## src/rtl/squeeze_dump_unit.sv

```systemverilog
// Keccak squeeze/dump stage: buffers one rate block and streams it out as OUT_W-bit words.
// It requests further permutations for long XOF outputs and byte-masks the final word.
module squeeze_dump_unit #(
    parameter int OUT_W    = 64,
    parameter int RATE_MAX = 1344,
    parameter int LEN_W    = 32
) (
    input  logic                  clk,
    input  logic                  rst,
    input  logic                  start,
    input  logic [1:0]            mode_in,
    input  logic [LEN_W-1:0]      len_in,
    input  logic                  abort,
    input  logic                  blk_valid,
    output logic                  blk_ready,
    input  logic [RATE_MAX-1:0]   rate_in,
    output logic                  perm_req,
    output logic [OUT_W-1:0]      dout,
    output logic [OUT_W/8-1:0]    dout_keep,
    output logic                  dout_last,
    output logic                  dout_valid,
    input  logic                  dout_ready,
    output logic                  done,
    output logic                  busy
);

    localparam int WB  = OUT_W / 8;
    localparam int NB  = LEN_W - 3;
    localparam int WCW = $clog2(RATE_MAX / OUT_W + 1);

    typedef enum logic [1:0] {
        S_IDLE,
        S_WAIT_BLK,
        S_DRAIN,
        S_DONE
    } state_t;

    state_t              r_state, w_state_next;
    logic [NB-1:0]       r_bytes_left, w_bytes_left_next;
    logic [1:0]          r_mode, w_mode_next;
    logic [RATE_MAX-1:0] r_buf, w_buf_next;
    logic [WCW-1:0]      r_word_cnt, w_word_cnt_next;
    logic                r_perm_req, w_perm_req_next;

    logic [NB-1:0]       w_start_bytes;
    logic [NB-1:0]       w_dec;
    logic [NB-1:0]       w_bytes_after;
    logic [NB:0]         w_ceil_words;
    logic [NB:0]         w_rate_words;
    logic [WCW-1:0]      w_words_blk;
    logic                w_drain;
    logic [WB-1:0]       w_keep;

    // Only the SHAKE modes take their length from len_in; SHA3 digests are fixed.
    always_comb begin
        w_start_bytes = '0;
        case (mode_in)
            2'b00, 2'b01: w_start_bytes = len_in[LEN_W-1:3];
            2'b10:        w_start_bytes = NB'(32);
            default:      w_start_bytes = NB'(64);
        endcase
    end

    always_comb begin
        w_rate_words = '0;
        case (r_mode)
            2'b00:        w_rate_words = (NB+1)'(168 / WB);
            2'b01, 2'b10: w_rate_words = (NB+1)'(136 / WB);
            default:      w_rate_words = (NB+1)'(72 / WB);
        endcase
    end

    assign w_ceil_words  = ({1'b0, r_bytes_left} + (NB+1)'(WB - 1)) / (NB+1)'(WB);
    assign w_words_blk   = (w_ceil_words < w_rate_words) ? WCW'(w_ceil_words) : WCW'(w_rate_words);
    assign w_dec         = (r_bytes_left >= NB'(WB)) ? NB'(WB) : r_bytes_left;
    assign w_bytes_after = r_bytes_left - w_dec;

    always_comb begin
        w_state_next      = r_state;
        w_bytes_left_next = r_bytes_left;
        w_mode_next       = r_mode;
        w_buf_next        = r_buf;
        w_word_cnt_next   = r_word_cnt;
        w_perm_req_next   = 1'b0;
        if (abort) begin
            w_state_next      = S_IDLE;
            w_bytes_left_next = '0;
            w_mode_next       = '0;
            w_buf_next        = '0;
            w_word_cnt_next   = '0;
        end else begin
            case (r_state)
                S_IDLE: begin
                    if (start) begin
                        w_mode_next       = mode_in;
                        w_bytes_left_next = w_start_bytes;
                        w_state_next      = (w_start_bytes != '0) ? S_WAIT_BLK : S_DONE;
                    end
                end
                S_WAIT_BLK: begin
                    if (blk_valid) begin
                        w_buf_next      = rate_in;
                        w_word_cnt_next = w_words_blk;
                        w_state_next    = S_DRAIN;
                    end
                end
                S_DRAIN: begin
                    if (dout_ready) begin
                        w_buf_next        = r_buf << OUT_W;
                        w_bytes_left_next = w_bytes_after;
                        w_word_cnt_next   = r_word_cnt - WCW'(1);
                        if (w_bytes_after == '0) begin
                            w_state_next = S_DONE;
                        end else if (r_word_cnt == WCW'(1)) begin
                            // Block exhausted but output still owed: fetch another permutation.
                            w_perm_req_next = 1'b1;
                            w_state_next    = S_WAIT_BLK;
                        end
                    end
                end
                default: begin
                    w_state_next = S_IDLE;
                end
            endcase
        end
    end

    always_ff @(posedge clk) begin
        if (rst) begin
            r_state <= S_IDLE;
        end else begin
            r_state <= w_state_next;
        end
    end

    always_ff @(posedge clk) begin
        if (rst) begin
            r_bytes_left <= '0;
            r_mode       <= '0;
            r_buf        <= '0;
            r_word_cnt   <= '0;
            r_perm_req   <= 1'b0;
        end else begin
            r_bytes_left <= w_bytes_left_next;
            r_mode       <= w_mode_next;
            r_buf        <= w_buf_next;
            r_word_cnt   <= w_word_cnt_next;
            r_perm_req   <= w_perm_req_next;
        end
    end

    assign w_drain = (r_state == S_DRAIN);

    // Keep bit gi covers byte (WB-1-gi) counted from the MSB end of the word.
    genvar gi;
    generate
        for (gi = 0; gi < WB; gi++) begin : g_byte
            assign w_keep[gi] = w_drain && (r_bytes_left > NB'(WB - 1 - gi));
            assign dout[gi*8 +: 8] = w_keep[gi] ? r_buf[RATE_MAX-OUT_W + gi*8 +: 8] : 8'h00;
        end
    endgenerate

    assign dout_keep  = w_keep;
    assign dout_last  = w_drain && (r_bytes_left <= NB'(WB));
    assign dout_valid = w_drain;
    assign blk_ready  = (r_state == S_WAIT_BLK);
    assign perm_req   = r_perm_req;
    assign done       = (r_state == S_DONE);
    assign busy       = (r_state != S_IDLE);

endmodule

```

## config.mk

```make
export PLATFORM = sky130hd
export DESIGN_NAME = squeeze_dump_unit
export DESIGN_NICKNAME = d
export VERILOG_FILES = /design/src/rtl/squeeze_dump_unit.sv
export SDC_FILE = /design/constraint.sdc
export NUM_CORES = 2
export LEC_CHECK = 0
export ABC_CLOCK_PERIOD_IN_PS = 10400
export CAP_MARGIN = 25
export CORE_AREA = 2 2 568 570
export CTS_CLUSTER_DIAMETER = 60
export CTS_CLUSTER_SIZE = 30
export DETAILED_ROUTE_END_ITERATION = 7
export DIE_AREA = 0 0 570 572
export GPL_TIMING_DRIVEN = 0
export PLACE_DENSITY = 0.41
export SYNTH_ARGS = -nofsm -noshare
export SYNTH_HDL_FRONTEND = slang
export SYNTH_SLANG_ARGS = --single-unit
```

## constraint.sdc

```tcl
create_clock -name clk -period 10.4 [get_ports clk]
set_clock_uncertainty 0.05 [all_clocks]
set_input_delay 3.12 -clock clk [delete_from_list [all_inputs] [get_ports clk]]
set_output_delay 3.12 -clock clk [all_outputs]
set_load 0.1 [all_outputs]
```

==> out/summary.txt <==
Type of the worst min-delay path - reg2reg
I/O Buffers - 1458
Syn Inst Count - 7856
Via count - 66773
WS Path Type - reg2out
DRT Wirelength - 430000 um
Most common flop cell mapped by yosys - dfxtp_1
Clock-pin slew on the worst setup and hold paths - 60 ps
Net switching power - 3.85 mW
Avg Cell Area, Syn - 7.59 um2
TritonCTS Buffers - 174
Max stage delay cell, worst path - clkdlybuf4s50_1
Crit path top cell by count - clkbuf_1
ANT nets after route - 0
Rows - 208
Tightest Pin Transition - 1110 ps
Initial Util - 0.186
Vias/cell - 4.79
Final Non-Filler Cells - 13948
Setup TNS Final - 0 ps
Critical path capture point type - output port
Worst-Skew Late Latency - 860 ps
Die width - 570 um
Post-synthesis simple-gate area fraction - 0.271
Leak - 29.3 nW
Reg2reg start - r_bytes_left[25]$_SDFFE_PP0P_
Grt ovf - 0
Cell Area, Synth - 0.0596 mm2
CTS resizes - 0
Final total power - 13.8 mW
Post-CTS setup buffer count - 0
Sw Share - 0.279
DP HPWL - 371000 um
Setup violators final - 0
Pint - 9.97 mW
Max Cap Viol - 0
Post-synth EDFFs - 0
H-tree Lvls - 4
First-pass GRT wire length - 566000 um
Post-synthesis sequential area ratio - 0.464
Seq pwr share - 0.395
Final hold violation count - 0
Nets - 10932
Root buffer cell - clkbuf_16
Setup crit start kind - flip-flop
Initial DRC count - 5257
Vias in the first global route - 67040
Worst path cell trace - nand2b_1, clkbuf_1, clkbuf_1, buf_1, a21oi_2, buf_6, and2_1, clkdlybuf4s50_1
Largest family of logic cells by synthesized area - simple AND/OR/NAND/NOR gates
FF/Latch Area - 0.0277 mm2
Slew Viols, Final - 0
Rel. slew slack - 0.256
Drt pass-1 iters - 6
Pwr dens - 159 mW/mm2
Minimum clock period - 8250 ps
# placed instances - 13566
Synthesized flop and latch total - 1383
Post-CTS Hold Fix Bufs - 0
CP max stage delay - 1230 ps
All-Layer GR Usage - 0.252
Fillcell total - 35222
Combinational share of power - 0.118
Synthesized-area fraction occupied by adder cells - 0.00126
Yosys warning total - 0
Required time of the critical path - 7230 ps
I/O pins - 1462
XOR/XNOR Fraction of Synth Area - 0.00235
Hold_sp - r_buf[1033]$_SDFFE_PP0P_
Initial antenna violation count - 212
Share of layout cells above drive strength 1 - 0.0410
Die height - 572 um
Largest net degree at the start of global routing - 19
VDD IR max - 0.000113 V
Sink Count - 1383
Tcrit/Tclk final - 0.793
Multi-input gate area - 0.0290 mm2
Synth Area in Compound Gates - 0.210
Drc violations - 0
Status - finished, final reports clean
Worst Setup SP - r_state[1]$_SDFFE_PP0P_
Drt wl/cell - 30.8 um
TritonCTS clock tree - yes
Placer Congestion - 0.945
Clock power share - 0.486
CTS Buffer Depth - 4
Fmax - 0.121 GHz
Crit Path Max Fanout - 10
RSZ-0062 raised after global routing - no
Die Area - 0.326 mm2
Post-synthesis mux area share - 0.00136
Layout area overhead - 45.7%
Syn_nets - 9246
Synth async-reset ratio - 0
CORE AREA - 0.320 mm2
Synth cell types - 55
Arrival @ worst endpoint - 5080 ps
-- flip-flops by register name (all words and copies together), names as in the netlist --
register / count
r_state: 2
r_word_cnt: 5
perm_req: 1
r_bytes_left: 29
r_buf: 1344
r_mode: 2
-- cell type report --
cell class / count / share of cell area
Clock buffer: 205 / 0.0539
Tap cell: 4200 / 0.0605
Clock inverter: 114 / 0.0180
Timing Repair Buffer: 1510 / 0.179
Antenna cell: 63 / 0.00181
Inverter: 10 / 0.000432
Sequential cell: 1383 / 0.319
Buffer: 772 / 0.0338
Multi-Input combinational cell: 5691 / 0.334
-- logic make-up (layout without fill, tap and decap cells) --
family,Yosys count,after routing
AND/OR/NAND/NOR,4183,4183
AO/OA/AOI/OAI,1477,1477
flip-flops,1383,1383
buffers and inverters,782,2611
XOR/XNOR,16,16
multiplexers,8,8
adder cells (fa/ha/maj),6,6
other,1,64
-- routing by layer --
metal,up-vias,global-route usage,routed length (um)
li1,31016,-,-
met1,32416,0.280,165000
met2,2547,0.472,223000
met3,692,0.0438,24600
met4,102,0.100,17700
met5,-,0,657
-- power groups by stage --
stage / sequential, mW / clock [mW] / combinational, mW
after floorplan: 5.55 / 0 / 0.579
after global placement: 5.58 / 0 / 1.63
after detailed placement: 5.58 / 0 / 1.64
after CTS: 5.46 / 6.86 / 1.65
after global routing: 5.47 / 7.05 / 1.74
final: 5.46 / 6.72 / 1.63
-- cell usage in the layout, fill, tap and decap left out, drive strengths merged, types with 3 or more instances in the layout --
| cell | synthesis | final |
|---|---|---|
| dfxtp | 1383 | 1383 |
| nand2 | 2596 | 2596 |
| a22oi | 80 | 80 |
| o31ai | 8 | 8 |
| clkinv | 0 | 28 |
| nor3 | 21 | 21 |
| nand3 | 8 | 8 |
| buf | 11 | 63 |
| nand2b | 4 | 4 |
| clkbuf | 761 | 966 |
| o311a | 4 | 4 |
| and3 | 14 | 14 |
| a22o | 3 | 3 |
| or2 | 9 | 9 |
| clkdlybuf4s50 | 0 | 1458 |
| nor2b | 3 | 3 |
| o21ai | 35 | 35 |
| or4 | 11 | 11 |
| xnor2 | 8 | 8 |
| diode | 0 | 63 |
| a211oi | 4 | 4 |
| nor4b | 3 | 3 |
| or3 | 7 | 7 |
| inv | 10 | 55 |
| a311oi | 1280 | 1280 |
| xor2 | 8 | 8 |
| nand4 | 5 | 5 |
| ha | 6 | 6 |
| nor2 | 1419 | 1419 |
| bufinv | 0 | 22 |
| clkinvlp | 0 | 19 |
| and2 | 59 | 59 |
| a221oi | 4 | 4 |
| nor4 | 21 | 21 |
| a21oi | 40 | 40 |
| mux2i | 7 | 7 |
-- metrics by stage --
step | setup WS (ps) | hold WS, ps | instance area (um2) | utilization
global route | 1930 | 410 | 86800 | 0.271
finish | 2150 | 387 | 86900 | 0.272
CTS | 1980 | 367 | 86700 | 0.271
detailed placement | 2720 | 418 | 80500 | 0.252
floorplan | 2370 | 405 | 59600 | -
global placement | 1280 | 412 | 79500 | 0.249
-- Yosys cell counts (all sizes together), types with 2 or more instances --
| cell | count | share of area |
|---|---|---|
| a22o | 3 | 0.00044 |
| nor2b | 3 | 0.00031 |
| or2 | 9 | 0.00094 |
| xor2 | 8 | 0.0012 |
| dfxtp | 1383 | 0.46 |
| and2 | 59 | 0.0062 |
| clkbuf | 761 | 0.048 |
| a31oi | 2 | 0.00021 |
| buf | 11 | 0.0011 |
| a21oi | 40 | 0.0034 |
| or4 | 11 | 0.0016 |
| o221a | 2 | 0.00038 |
| and3 | 14 | 0.0015 |
| a221oi | 4 | 0.00059 |
| a21o | 2 | 0.00025 |
| o41ai | 2 | 0.00029 |
| nor2 | 1419 | 0.089 |
| nand2 | 2596 | 0.16 |
| o21bai | 2 | 0.00025 |
| o21ai | 35 | 0.0029 |
| o221ai | 2 | 0.00029 |
| or3 | 7 | 0.00073 |
| a311oi | 1280 | 0.19 |
| o311a | 4 | 0.00067 |
| o31ai | 8 | 0.0012 |
| xnor2 | 8 | 0.0012 |
| nor3 | 21 | 0.0019 |
| nor4b | 3 | 0.00044 |
| nand3 | 8 | 0.00067 |
| a211oi | 4 | 0.00050 |
| ha | 6 | 0.0013 |
| a22oi | 80 | 0.010 |
| nand4 | 5 | 0.00052 |
| nand2b | 4 | 0.00042 |
| nor4 | 21 | 0.0022 |
| mux2i | 7 | 0.0012 |
| inv | 10 | 0.00063 |
-- worst paths after layout --
kind                                    to  depth (start not counted)  slack (ps)
setup / recovery                  dout[63]                          8        2150
hold / removal    r_buf[1097]$_SDFFE_PP0P_                          2         390
setup reg to reg       perm_req$_SDFF_PP0_                         16        4250
hold reg to reg   r_buf[1097]$_SDFFE_PP0P_                          2         390
-- worst max-delay path, delay by kind of cell (launching register included) --
family,cells,cell delay [ps]
compound gates,1,720
buf+inv,5,2550
simple gates,2,450
flops,1,490
No activity file was read; power rests on OpenSTA's default activity.
